`src/rtl/keypad_digit_entry.sv`:
```
`default_nettype none
// ============================================================================
//  Module   : keypad_digit_entry
//  Purpose  : 4x4 keypad to BCD entry buffer. Synchronises and debounces the
//             raw key interrupt, decodes the row/col code and maintains a
//             DIGITS-deep BCD shift buffer with clear, backspace and enter.
//  Revision : 1.0  initial release
// ============================================================================
module keypad_digit_entry #(
   parameter  int DIGITS    = 4,
   parameter  int DEBOUNCE  = 4,
   parameter  int FULL_MODE = 0,
   localparam int CW        = $clog2(DIGITS + 1)
) (
   input  logic                clk,
   input  logic                reset,
   input  logic [1:0]          key_row,
   input  logic [1:0]          key_col,
   input  logic                key_int,
   output logic [4*DIGITS-1:0] digits,
   output logic [CW-1:0]       digit_count,
   output logic                full,
   output logic                entry_valid,
   output logic                key_error
);

   localparam int c_cnt_w = $clog2(DEBOUNCE + 1);

   typedef enum logic [1:0] {
      ST_IDLE = 2'd0,
      ST_DEB  = 2'd1,
      ST_HELD = 2'd2
   } state_t;

   typedef enum logic [2:0] {
      K_DIGIT = 3'd0,
      K_CLEAR = 3'd1,
      K_ENTER = 3'd2,
      K_BACK  = 3'd3,
      K_BAD   = 3'd4
   } key_kind_t;

   state_t               state_q, state_d;
   logic                 ki_meta_q, ki_meta_d;
   logic                 ki_s_q, ki_s_d;
   logic [c_cnt_w-1:0]   deb_cnt_q, deb_cnt_d;
   logic [4*DIGITS-1:0]  digits_q, digits_d;
   logic [CW-1:0]        count_q, count_d;
   logic                 entry_valid_q, entry_valid_d;
   logic                 key_error_q, key_error_d;

   key_kind_t            key_kind;
   logic [3:0]           key_digit;
   logic [4*DIGITS-1:0]  shifted;
   logic                 full_w;
   logic                 accept;

   assign full_w = (count_q == CW'(DIGITS));

   // New digit enters at the bottom; a single-digit buffer just takes it.
   generate
      if (DIGITS == 1) begin : g_shift_single
         assign shifted = key_digit;
      end else begin : g_shift_multi
         assign shifted = {digits_q[4*DIGITS-5:0], key_digit};
      end
   endgenerate

   // Decode the keypad row/col code into a key class and digit value.
   always_comb begin
      key_kind  = K_BAD;
      key_digit = 4'd0;
      if (key_row != 2'd3 && key_col != 2'd3) begin
         key_kind  = K_DIGIT;
         key_digit = 4'(key_row) * 4'd3 + 4'(key_col) + 4'd1;
      end else if (key_row == 2'd3 && key_col == 2'd1) begin
         key_kind  = K_DIGIT;
      end else if (key_row == 2'd3 && key_col == 2'd0) begin
         key_kind  = K_CLEAR;
      end else if (key_row == 2'd3 && key_col == 2'd2) begin
         key_kind  = K_ENTER;
      end else if (key_row == 2'd0 && key_col == 2'd3) begin
         key_kind  = K_BACK;
      end
   end

   // Next-state logic: sync chain, debounce FSM and buffer update on accept.
   always_comb begin
      ki_meta_d     = key_int;
      ki_s_d        = ki_meta_q;
      state_d       = state_q;
      deb_cnt_d     = deb_cnt_q;
      digits_d      = digits_q;
      count_d       = count_q;
      entry_valid_d = 1'b0;
      key_error_d   = 1'b0;
      accept        = 1'b0;

      case (state_q)
         ST_IDLE: begin
            if (ki_s_q) begin
               state_d   = ST_DEB;
               deb_cnt_d = c_cnt_w'(1);
            end
         end
         ST_DEB: begin
            if (!ki_s_q) begin
               state_d = ST_IDLE;
            end else if (deb_cnt_q == c_cnt_w'(DEBOUNCE)) begin
               accept  = 1'b1;
               state_d = ST_HELD;
            end else begin
               deb_cnt_d = deb_cnt_q + c_cnt_w'(1);
            end
         end
         ST_HELD: begin
            if (!ki_s_q) state_d = ST_IDLE;
         end
         default: state_d = ST_IDLE;
      endcase

      if (accept) begin
         case (key_kind)
            K_DIGIT: begin
               if (!full_w) begin
                  digits_d = shifted;
                  count_d  = count_q + CW'(1);
               end else if (FULL_MODE == 0) begin
                  digits_d = shifted;
               end else begin
                  key_error_d = 1'b1;
               end
            end
            K_CLEAR: begin
               digits_d = '0;
               count_d  = '0;
            end
            K_BACK: begin
               if (count_q != '0) begin
                  digits_d = digits_q >> 4;
                  count_d  = count_q - CW'(1);
               end else begin
                  key_error_d = 1'b1;
               end
            end
            K_ENTER: begin
               if (count_q != '0) entry_valid_d = 1'b1;
               else               key_error_d   = 1'b1;
            end
            default: key_error_d = 1'b1;
         endcase
      end
   end

   // State and output registers, cleared asynchronously.
   always_ff @(posedge clk or posedge reset) begin
      if (reset) begin
         state_q       <= ST_IDLE;
         ki_meta_q     <= 1'b0;
         ki_s_q        <= 1'b0;
         deb_cnt_q     <= '0;
         digits_q      <= '0;
         count_q       <= '0;
         entry_valid_q <= 1'b0;
         key_error_q   <= 1'b0;
      end else begin
         state_q       <= state_d;
         ki_meta_q     <= ki_meta_d;
         ki_s_q        <= ki_s_d;
         deb_cnt_q     <= deb_cnt_d;
         digits_q      <= digits_d;
         count_q       <= count_d;
         entry_valid_q <= entry_valid_d;
         key_error_q   <= key_error_d;
      end
   end

   assign digits      = digits_q;
   assign digit_count = count_q;
   assign full        = full_w;
   assign entry_valid = entry_valid_q;
   assign key_error   = key_error_q;

endmodule
`default_nettype wire

```
`config.mk`:
```
export PLATFORM = sky130hd
export DESIGN_NAME = keypad_digit_entry
export DESIGN_NICKNAME = d
export VERILOG_FILES = /design/src/rtl/keypad_digit_entry.sv
export SDC_FILE = /design/constraint.sdc
export NUM_CORES = 1
export LEC_CHECK = 0
export CORE_ASPECT_RATIO = 1.4
export CORE_MARGIN = 2
export CORE_UTILIZATION = 45
export DETAILED_ROUTE_END_ITERATION = 10
export DONT_BUFFER_PORTS = 1
export SLEW_MARGIN = 15
export SYNTH_ARGS = -nofsm -noshare
export SYNTH_HDL_FRONTEND = slang
export SYNTH_SLANG_ARGS = --single-unit
```
`constraint.sdc`:
```
create_clock -name clk -period 2.4 [get_ports clk]
set_input_delay 0.48 -clock clk [delete_from_list [all_inputs] [get_ports clk]]
set_output_delay 0.48 -clock clk [all_outputs]
set_load 0.005 [all_outputs]
```
* Word level (Yosys, flattened, before mapping)
Cells that the tools add are included.
Operators by class: multiplexer cells 29, $mul 1, equal/unequal tests 20, div/mod/pow operators 0, $lt $le $gt $ge 0, reductions and logical operators 18, bitwise operators 0, shifts and indexed selects 0, add/sub/neg operators 5
Operator list (number):
- 16-bit one-hot mux with 3 select lines | 1
- 3-bit 2-to-1 mux | 10
- 16-bit 2-to-1 mux | 1
- 2-bit != test, second input constant | 8
- 3-bit one-hot mux with 3 select lines | 1
- 2-bit equality test, second input constant | 4
- 1-bit 2-to-1 mux | 8
- 2-bit 2-to-1 mux | 4
- 4-bit AND reduction | 2
- 3-bit by 1-bit adder with 3-bit output, second input constant | 2
- 3-bit by 2-bit equality test with 1-bit output, second input constant | 2
- 3-bit equality test, second input constant | 2
- 2-bit zero test | 3
- 2-bit one-hot mux with 3 select lines | 1
- 3-bit one-hot mux with 2 select lines | 1
- 3-bit AND reduction | 2
- 3-bit nonzero test | 2
- 1-bit logical AND | 5
- 4-bit by 1-bit adder with 4-bit output, second input constant | 1
- 4-bit by 2-bit adder with 4-bit output | 1
- 2-bit by 1-bit equality test with 1-bit output, second input constant | 2
- 2-bit by 2-bit multiplier with 4-bit output, second input constant | 1
- 4-bit 2-to-1 mux | 1
- 2-bit OR reduction | 2
- 6 further kinds | 6
Word-level totals: bits in read-only memories 0, memories 0, word-level logic and storage cells 81, bits of input ports 7, register bits 28, memory bits (writable) 0, bits in latches 0

* Depth between registers and ports, before layout
Gate-level depths: netlist of run 1.
word-level depth 11, depth in mapped cells 11, gate-level depth less buffers 9

* Least setup slack after synthesis of run 1
Ideal clock, no wire load.
path type input to register, start input port key_row[0], end register count_q[2], in the netlist digit_count[2], path slack 0.170 ns, arrival time 2.143 ns, stages on the path 11, cells stage by stage inv_1 ha_1 and3_1 buf_6 clkbuf_1 xor2_1 ha_1 nor2_1 mux2i_1 or3_1 o211ai_1
On the way: word-level cells in the longest chain between the ends 10, elaborated cells between the ends (all ways) 21, those cells by class eq/ne (6); mux (6); reduce/logical (9)
RTL lines:
- from (decl) | line 17 | input logic [1:0] key_row,
- 2-bit zero test | line 82 | end else if (key_row == 2'd0 && key_col == 2'd3) begin
- 1-bit logical AND | line 82
- 3-bit 2-to-1 mux | line 82
- 3-bit 2-to-1 mux | line 80 | end else if (key_row == 2'd3 && key_col == 2'd2) begin
- 3-bit 2-to-1 mux | line 78 | end else if (key_row == 2'd3 && key_col == 2'd0) begin
- 3-bit 2-to-1 mux | line 76 | end else if (key_row == 2'd3 && key_col == 2'd1) begin
- 3-bit 2-to-1 mux (*) | line 73 | if (key_row != 2'd3 && key_col != 2'd3) begin
- 3-bit by 2-bit equality test with 1-bit output (tied with other cells) | line 123 | case (key_kind)
- 2-bit != test (no source line) / 3-bit nonzero test (equally long branches)
- 4-bit AND reduction (no source line)
- to (signal assigned) | line 172 | count_q <= count_d;
- to (decl) | line 48 | logic [CW-1:0] count_q, count_d;
Mark *: on every way between the ends. The rest lies on a longest branch, timed or not. A chain may end at the register's enable or synchronous reset.

* Worst setup path after layout of run 1
start register deb_cnt_q[0], end register digits_q[10], in the netlist digits[10]
On the way: word-level cells in the longest chain between the ends 5
RTL lines:
- from (decl) | line 46 | logic [c_cnt_w-1:0] deb_cnt_q, deb_cnt_d;
- from (signal assigned) | line 170 | deb_cnt_q <= deb_cnt_d;
- 3-bit equality test | line 109 | end else if (deb_cnt_q == c_cnt_w'(DEBOUNCE)) begin
- 1-bit 2-to-1 mux | line 109
- 1-bit 2-to-1 mux | line 107 | if (!ki_s_q) begin
- 1-bit 2-to-1 mux | line 99 | case (state_q)
- 3-bit AND reduction (no source line)
- to (signal assigned) | line 171 | digits_q <= digits_d;
- to (decl) | line 47 | logic [4*DIGITS-1:0] digits_q, digits_d;
No other way between the ends.

==> results.json, run 1 <==
{
  "fmax_mhz": 471,
  "drc": 0,
  "yosysWarnings": 0,
  "post-route-min-period_ns": 2.12,
  "p_sw_mw": 0.361,
  "ctsLongestPathBuffers": 2,
  "path_cells": "inv_1 -> ha_1 -> nand3_1 -> or2_2 -> nor2_4 -> mux2_2",
  "io_buffers": 0,
  "synth.yosys.seq_area_share": 0.440,
  "diodes": 0,
  "crit_type": "flip-flop to flip-flop",
  "yosysTopAreaCell": "dfrtp_1",
  "cts_resized": 0,
  "p_seq_frac": 0.497,
  "overflow": 0,
  "clkSlewWorstSetupHoldPaths_ns": 0.10,
  "hold_viol": 0,
  "h-tree-depth": 1,
  "fp.dieH_um": 74.4,
  "tightest_slew_ns": 0.429,
  "avgSynthCellArea_um2": 11.1,
  "drtIter0Drc": 52,
  "grt_pass1_vias": 1109,
  "cap_viol_max_count": 0,
  "pin_count": 29,
  "start_kind": "flip-flop",
  "crit_arrival_ns": 2.30,
  "combPwrFrac": 0.212,
  "die_x_um": 54.3,
  "crit_slowest_cell": "or2_2",
  "ys_top_cells_by_area": "dfrtp_1 44%, mux2_4 7.5%, ha_1 6.3%",
  "fin_setup_tns_ns": 0,
  "sw_frac_of_total": 0.285,
  "synth-edff-count": 0,
  "final_cell_mix": "28 x dfrtp_1, 12 x o21ai_0, 12 x nand2_1",
  "finalPower_mw": 1.26,
  "row_count": 25,
  "leakage_nw": 0.786,
  "insertion_delay_ns": 0.28,
  "ir_worst_vdd_uv": 381,
  "cellPowerDensity_nw_per_um2": 742,
  "hpwl_um": 2320,
  "critPathMaxStageDelay_ns": 0.42,
  "p_clk_frac": 0.291,
  "relSlewSlack": 0.714,
  "setup_viol": 0,
  "wire_per_inst_um": 16.2,
  "drive_gt1_frac": 0.177,
  "rsz0062_at_grt": "false",
  "syn_area_um2": 1590,
  "r2r_slack_ns": 0.28,
  "cts_buffers": 3,
  "syn_inst": 144,
  "synthArstFlopShare": 1.00,
  "synth.distinct_cells": 36,
  "grt_max_degree": 22,
  "synth_ff_type": "dfrtp_1",
  "dr_total_vias": 1057,
  "start_util": 0.471,
  "cts.sinks": 28,
  "syn_to_final_growth_pct": 7.00,
  "drv_slew": 0,
  "antenna_found_initial": 0,
  "root_buffer": "clkbuf_8",
  "die_area_um2": 4040,
  "cts_tree": "yes",
  "routed_wl_um": 3030,
  "crit_fanout": 12,
  "syn_nets": 161,
  "crit_path_end_kind": "flip-flop",
  "postLayoutCoreUtil": 0.504,
  "ys_ff_latch": 28,
  "hold_slack_ns": 0.0288,
  "first_pass_iters": 4,
  "ctsHoldBuffers": 0,
  "hold_class": "primary input to asynchronous set/reset pin",
  "avgViaCountPerCell": 5.65,
  "synth.top_cell.area_share": 0.440,
  "fin_nets": 165,
  "critical_path_required_ns": 2.57,
  "p_int_mw": 0.903,
  "core-area_um2": 3380,
  "status": "finished clean",
  "gp_congestion": 0.744,
  "grt_usage": 0.172,
  "post-route-period-util": 0.885,
  "final_common_cell": "dfrtp_1",
  "skew_ns": 0.0135,
  "postCtsSetupRepairBufs": 0,
  "fillerInstances": 317,
  "grt_pass1_wl_um": 5130,
  "ant_nets": 0
}
==> per-stage QoR <==
stage / instance area (um2) / worst slack, ns / cells
2_1_floorplan: 1590 / 0.170 / 144
3_3_place_gp: 1630 / 0.300 / 183
3_5_place_dp: 1630 / 0.253 / 183
4_1_cts: 1700 / 0.240 / 187
5_1_grt: 1700 / 0.149 / 187
6_report: 1700 / 0.276 / 187
==> sequential cells by signal, indices dropped and copies added, names as in the netlist <==
name         count
digits          16
deb_cnt_q        3
digit_count      3
state_q          2
entry_valid      1
key_error        1
ki_meta_q        1
ki_s_q           1
==> logic make-up (layout without fill, tap and decap cells) <==
family	after synthesis	after routing	share of synthesized area
compound gates	40	40	0.164
simple gates	33	33	0.108
flops	28	28	0.440
mux	16	16	0.138
buf+inv	15	18	0.0511
fa+ha+maj	10	10	0.0881
xor+xnor	2	2	0.0110
==> power groups by stage <==
stage,logic (mW),clock network (mW),registers [mW]
floorplan,0.229,0,0.612
global placement,0.262,0,0.636
detailed placement,0.272,0,0.639
CTS,0.273,0.379,0.630
global route,0.307,0.397,0.639
finish,0.268,0.368,0.628
==> critical path, delay by kind of cell (launching register included) <==
kind                     cells  cell delay, ns
adder cells (fa/ha/maj)      1            0.18
AND/OR/NAND/NOR              3            0.96
buffers and inverters        1            0.09
flip-flops                   1            0.41
multiplexers                 1            0.39
==> layout make-up <==
cell class	instances	area (um2)	area share
inverters	9	33.8	0.0198
multi-input cells	101	810	0.475
clock buffers	3	41.3	0.0242
well taps	40	50.0	0.0294
repair buffers	5	37.5	0.0220
clock inverters	1	30.0	0.0176
flip-flops and latches	28	701	0.411
==> routing by layer <==
| metal | vias up | share of wire | global-route usage |
|---|---|---|---|
| li1 | 515 | - | - |
| met1 | 514 | 0.45 | 0.230 |
| met2 | 23 | 0.49 | 0.273 |
| met3 | 5 | 0.052 | 0.0422 |
| met4 | 0 | 0.012 | 0.0500 |
| met5 | - | 0 | 0 |
==> path summary, 6_finish.rpt <==
check	from	endpoint	depth (start not counted)
setup / recovery	deb_cnt_q[0]	digits[10]	6
hold / removal	reset	ki_meta_q	1
setup reg to reg	deb_cnt_q[0]	digits[10]	6
hold reg to reg	ki_meta_q	ki_s_q	0
max in group asynchronous	reset	digits[6]	2
min in group clk	key_int	ki_meta_q	0
==> Yosys cell counts (2+ instances only) <==
cell and n:
o31ai_1 4, nand2_1 12, mux2_2 5, buf_6 3, mux2_4 8, inv_1 9, o21ai_0 12, a22o_1 8
a21oi_1 9, mux2i_1 2, buf_2 2, fa_1 2, dfrtp_1 28, or3_1 2, a22oi_1 2, a21o_1 2
nor2_1 5, nor3b_1 2, ha_1 8, nor2b_1 3
Power figures use the tool's default switching activity.
==> inputs of run 2 (changes only) <==
--- a/config.mk
+++ b/config.mk
@@ -7,9 +7,10 @@
 export LEC_CHECK = 0
 export CORE_ASPECT_RATIO = 1.4
 export CORE_MARGIN = 2
-export CORE_UTILIZATION = 45
+export CORE_UTILIZATION = 50
 export DETAILED_ROUTE_END_ITERATION = 10
 export DONT_BUFFER_PORTS = 1
+export PLACE_DENSITY = 0.63
 export SLEW_MARGIN = 15
 export SYNTH_ARGS = -nofsm -noshare
 export SYNTH_HDL_FRONTEND = slang
==> results.json, run 2 (synthesis gave the netlist of run 1 again) <==
{
  "grt_max_degree": 29,
  "hold_slack_ns": 0.164,
  "drtIter0Drc": 26,
  "relSlewSlack": 0.725,
  "dr_total_vias": 1070,
  "crit_type": "flip-flop to flip-flop",
  "post-route-min-period_ns": 2.06,
  "crit_fanout": 12,
  "cts_resized": 0,
  "path_cells": "inv_1 -> ha_1 -> nand3_1 -> or2_2 -> nor2_4 -> mux2_2",
  "start_kind": "flip-flop",
  "antenna_found_initial": 0,
  "fin_nets": 165,
  "io_buffers": 0,
  "ant_nets": 0,
  "h-tree-depth": 1,
  "row_count": 24,
  "finish.instance_area_um2": 1670,
  "crit_arrival_ns": 2.22,
  "grt_pass1_wl_um": 5000,
  "gp_congestion": 0.801,
  "core-area_um2": 3090,
  "fin_setup_tns_ns": 0,
  "grt_pass1_vias": 1066,
  "final_common_cell": "dfrtp_1",
  "post-route-period-util": 0.860,
  "root_buffer": "clkbuf_8",
  "clkSlewWorstSetupHoldPaths_ns": 0.09,
  "leakage_nw": 0.772,
  "fp.dieH_um": 70.8,
  "crit_slowest_cell": "or2_2",
  "ctsHoldBuffers": 0,
  "fmax_mhz": 484,
  "hpwl_um": 2250,
  "grt_usage": 0.178,
  "skew_ns": 0.00807,
  "ir_worst_vdd_uv": 385,
  "cts.sinks": 28,
  "first_pass_iters": 4,
  "diodes": 0,
  "tightest_slew_ns": 0.412,
  "critPathMaxStageDelay_ns": 0.42,
  "hold_class": "primary input to asynchronous set/reset pin",
  "insertion_delay_ns": 0.27,
  "cap_viol_max_count": 0,
  "largest_register_ffs": 16,
  "routed_wl_um": 3020,
  "rsz0062_at_grt": "false",
  "cellPowerDensity_nw_per_um2": 684,
  "final_cell_mix": "28 x dfrtp_1, 12 x o21ai_0, 12 x nand2_1",
  "drive_gt1_frac": 0.171,
  "avgViaCountPerCell": 5.78,
  "postCtsSetupRepairBufs": 0,
  "drc": 0,
  "crit_path_end_kind": "flip-flop",
  "drv_slew": 0,
  "die_area_um2": 3660,
  "cts_buffers": 3,
  "setup_viol": 0,
  "cts_tree": "yes",
  "critical_path_required_ns": 2.55,
  "finalPower_mw": 1.14,
  "status": "finished clean",
  "die_x_um": 51.7,
  "wire_per_inst_um": 16.3,
  "start_util": 0.515,
  "syn_to_final_growth_pct": 5.03,
  "pin_count": 29,
  "hold_viol": 0,
  "placed_area_um2": 1630,
  "overflow": 0,
  "ctsLongestPathBuffers": 2
}
-- run 2: cell types whose count changed in the layout (fill, tap and decap cells not counted) --
cell / before / now
bufinv_16: 1 / 0
-- run 2: metrics by stage --
step | setup WS, ns | instances | util
global route | 0.180 | 185 | 0.540
finish | 0.335 | 185 | 0.540
floorplan | 0.170 | 144 | -
global placement | 0.302 | 182 | 0.527
detailed placement | 0.252 | 182 | 0.527
CTS | 0.313 | 185 | 0.540
-- run 2: critical path: cells and delay by family (launching register included) --
kind,cells,cell delay [ns]
flops,1,0.40
buf+inv,1,0.08
mux,1,0.38
simple gates,3,0.94
fa+ha+maj,1,0.16
-- run 2: power breakdown --
| part | total, mW | internal, mW | switching [mW] |
|---|---|---|---|
| Sequential | 0.631 | 0.539 | 0.0923 |
| Combinational | 0.267 | 0.141 | 0.126 |
| Clock | 0.245 | 0.112 | 0.133 |
| Total | 1.14 | 0.792 | 0.352 |
-- run 2: worst paths after layout --
path | startpoint | end | slack, ns | cells past startpoint
worst max-delay path | deb_cnt_q[0] | digits[10] | 0.34 | 6
worst min-delay path | reset | digits[2] | 0.16 | 2
worst max register to register | deb_cnt_q[0] | digits[10] | 0.34 | 6
worst min register to register | ki_meta_q | ki_s_q | 0.36 | 0
max in group asynchronous | reset | digits[14] | 1.97 | 2
min in group clk | key_int | ki_meta_q | 0.24 | 0
-- run 2: area by class of cell --
type                       count  area [um2]
clock buffer                   3        41.3
fill                         268        1420
inverter                       9        33.8
multi-input combinational    101         810
sequential                    28         701
tap                           39        48.8
timing repair buffer           5        37.5
-- run 2: routing by layer --
metal	share of wire	vias to the layer above	track usage
li1	-	512	-
met1	0.44	532	0.236
met2	0.51	24	0.302
met3	0.040	2	0.0359
met4	0.0040	0	0.0351
met5	0	-	0
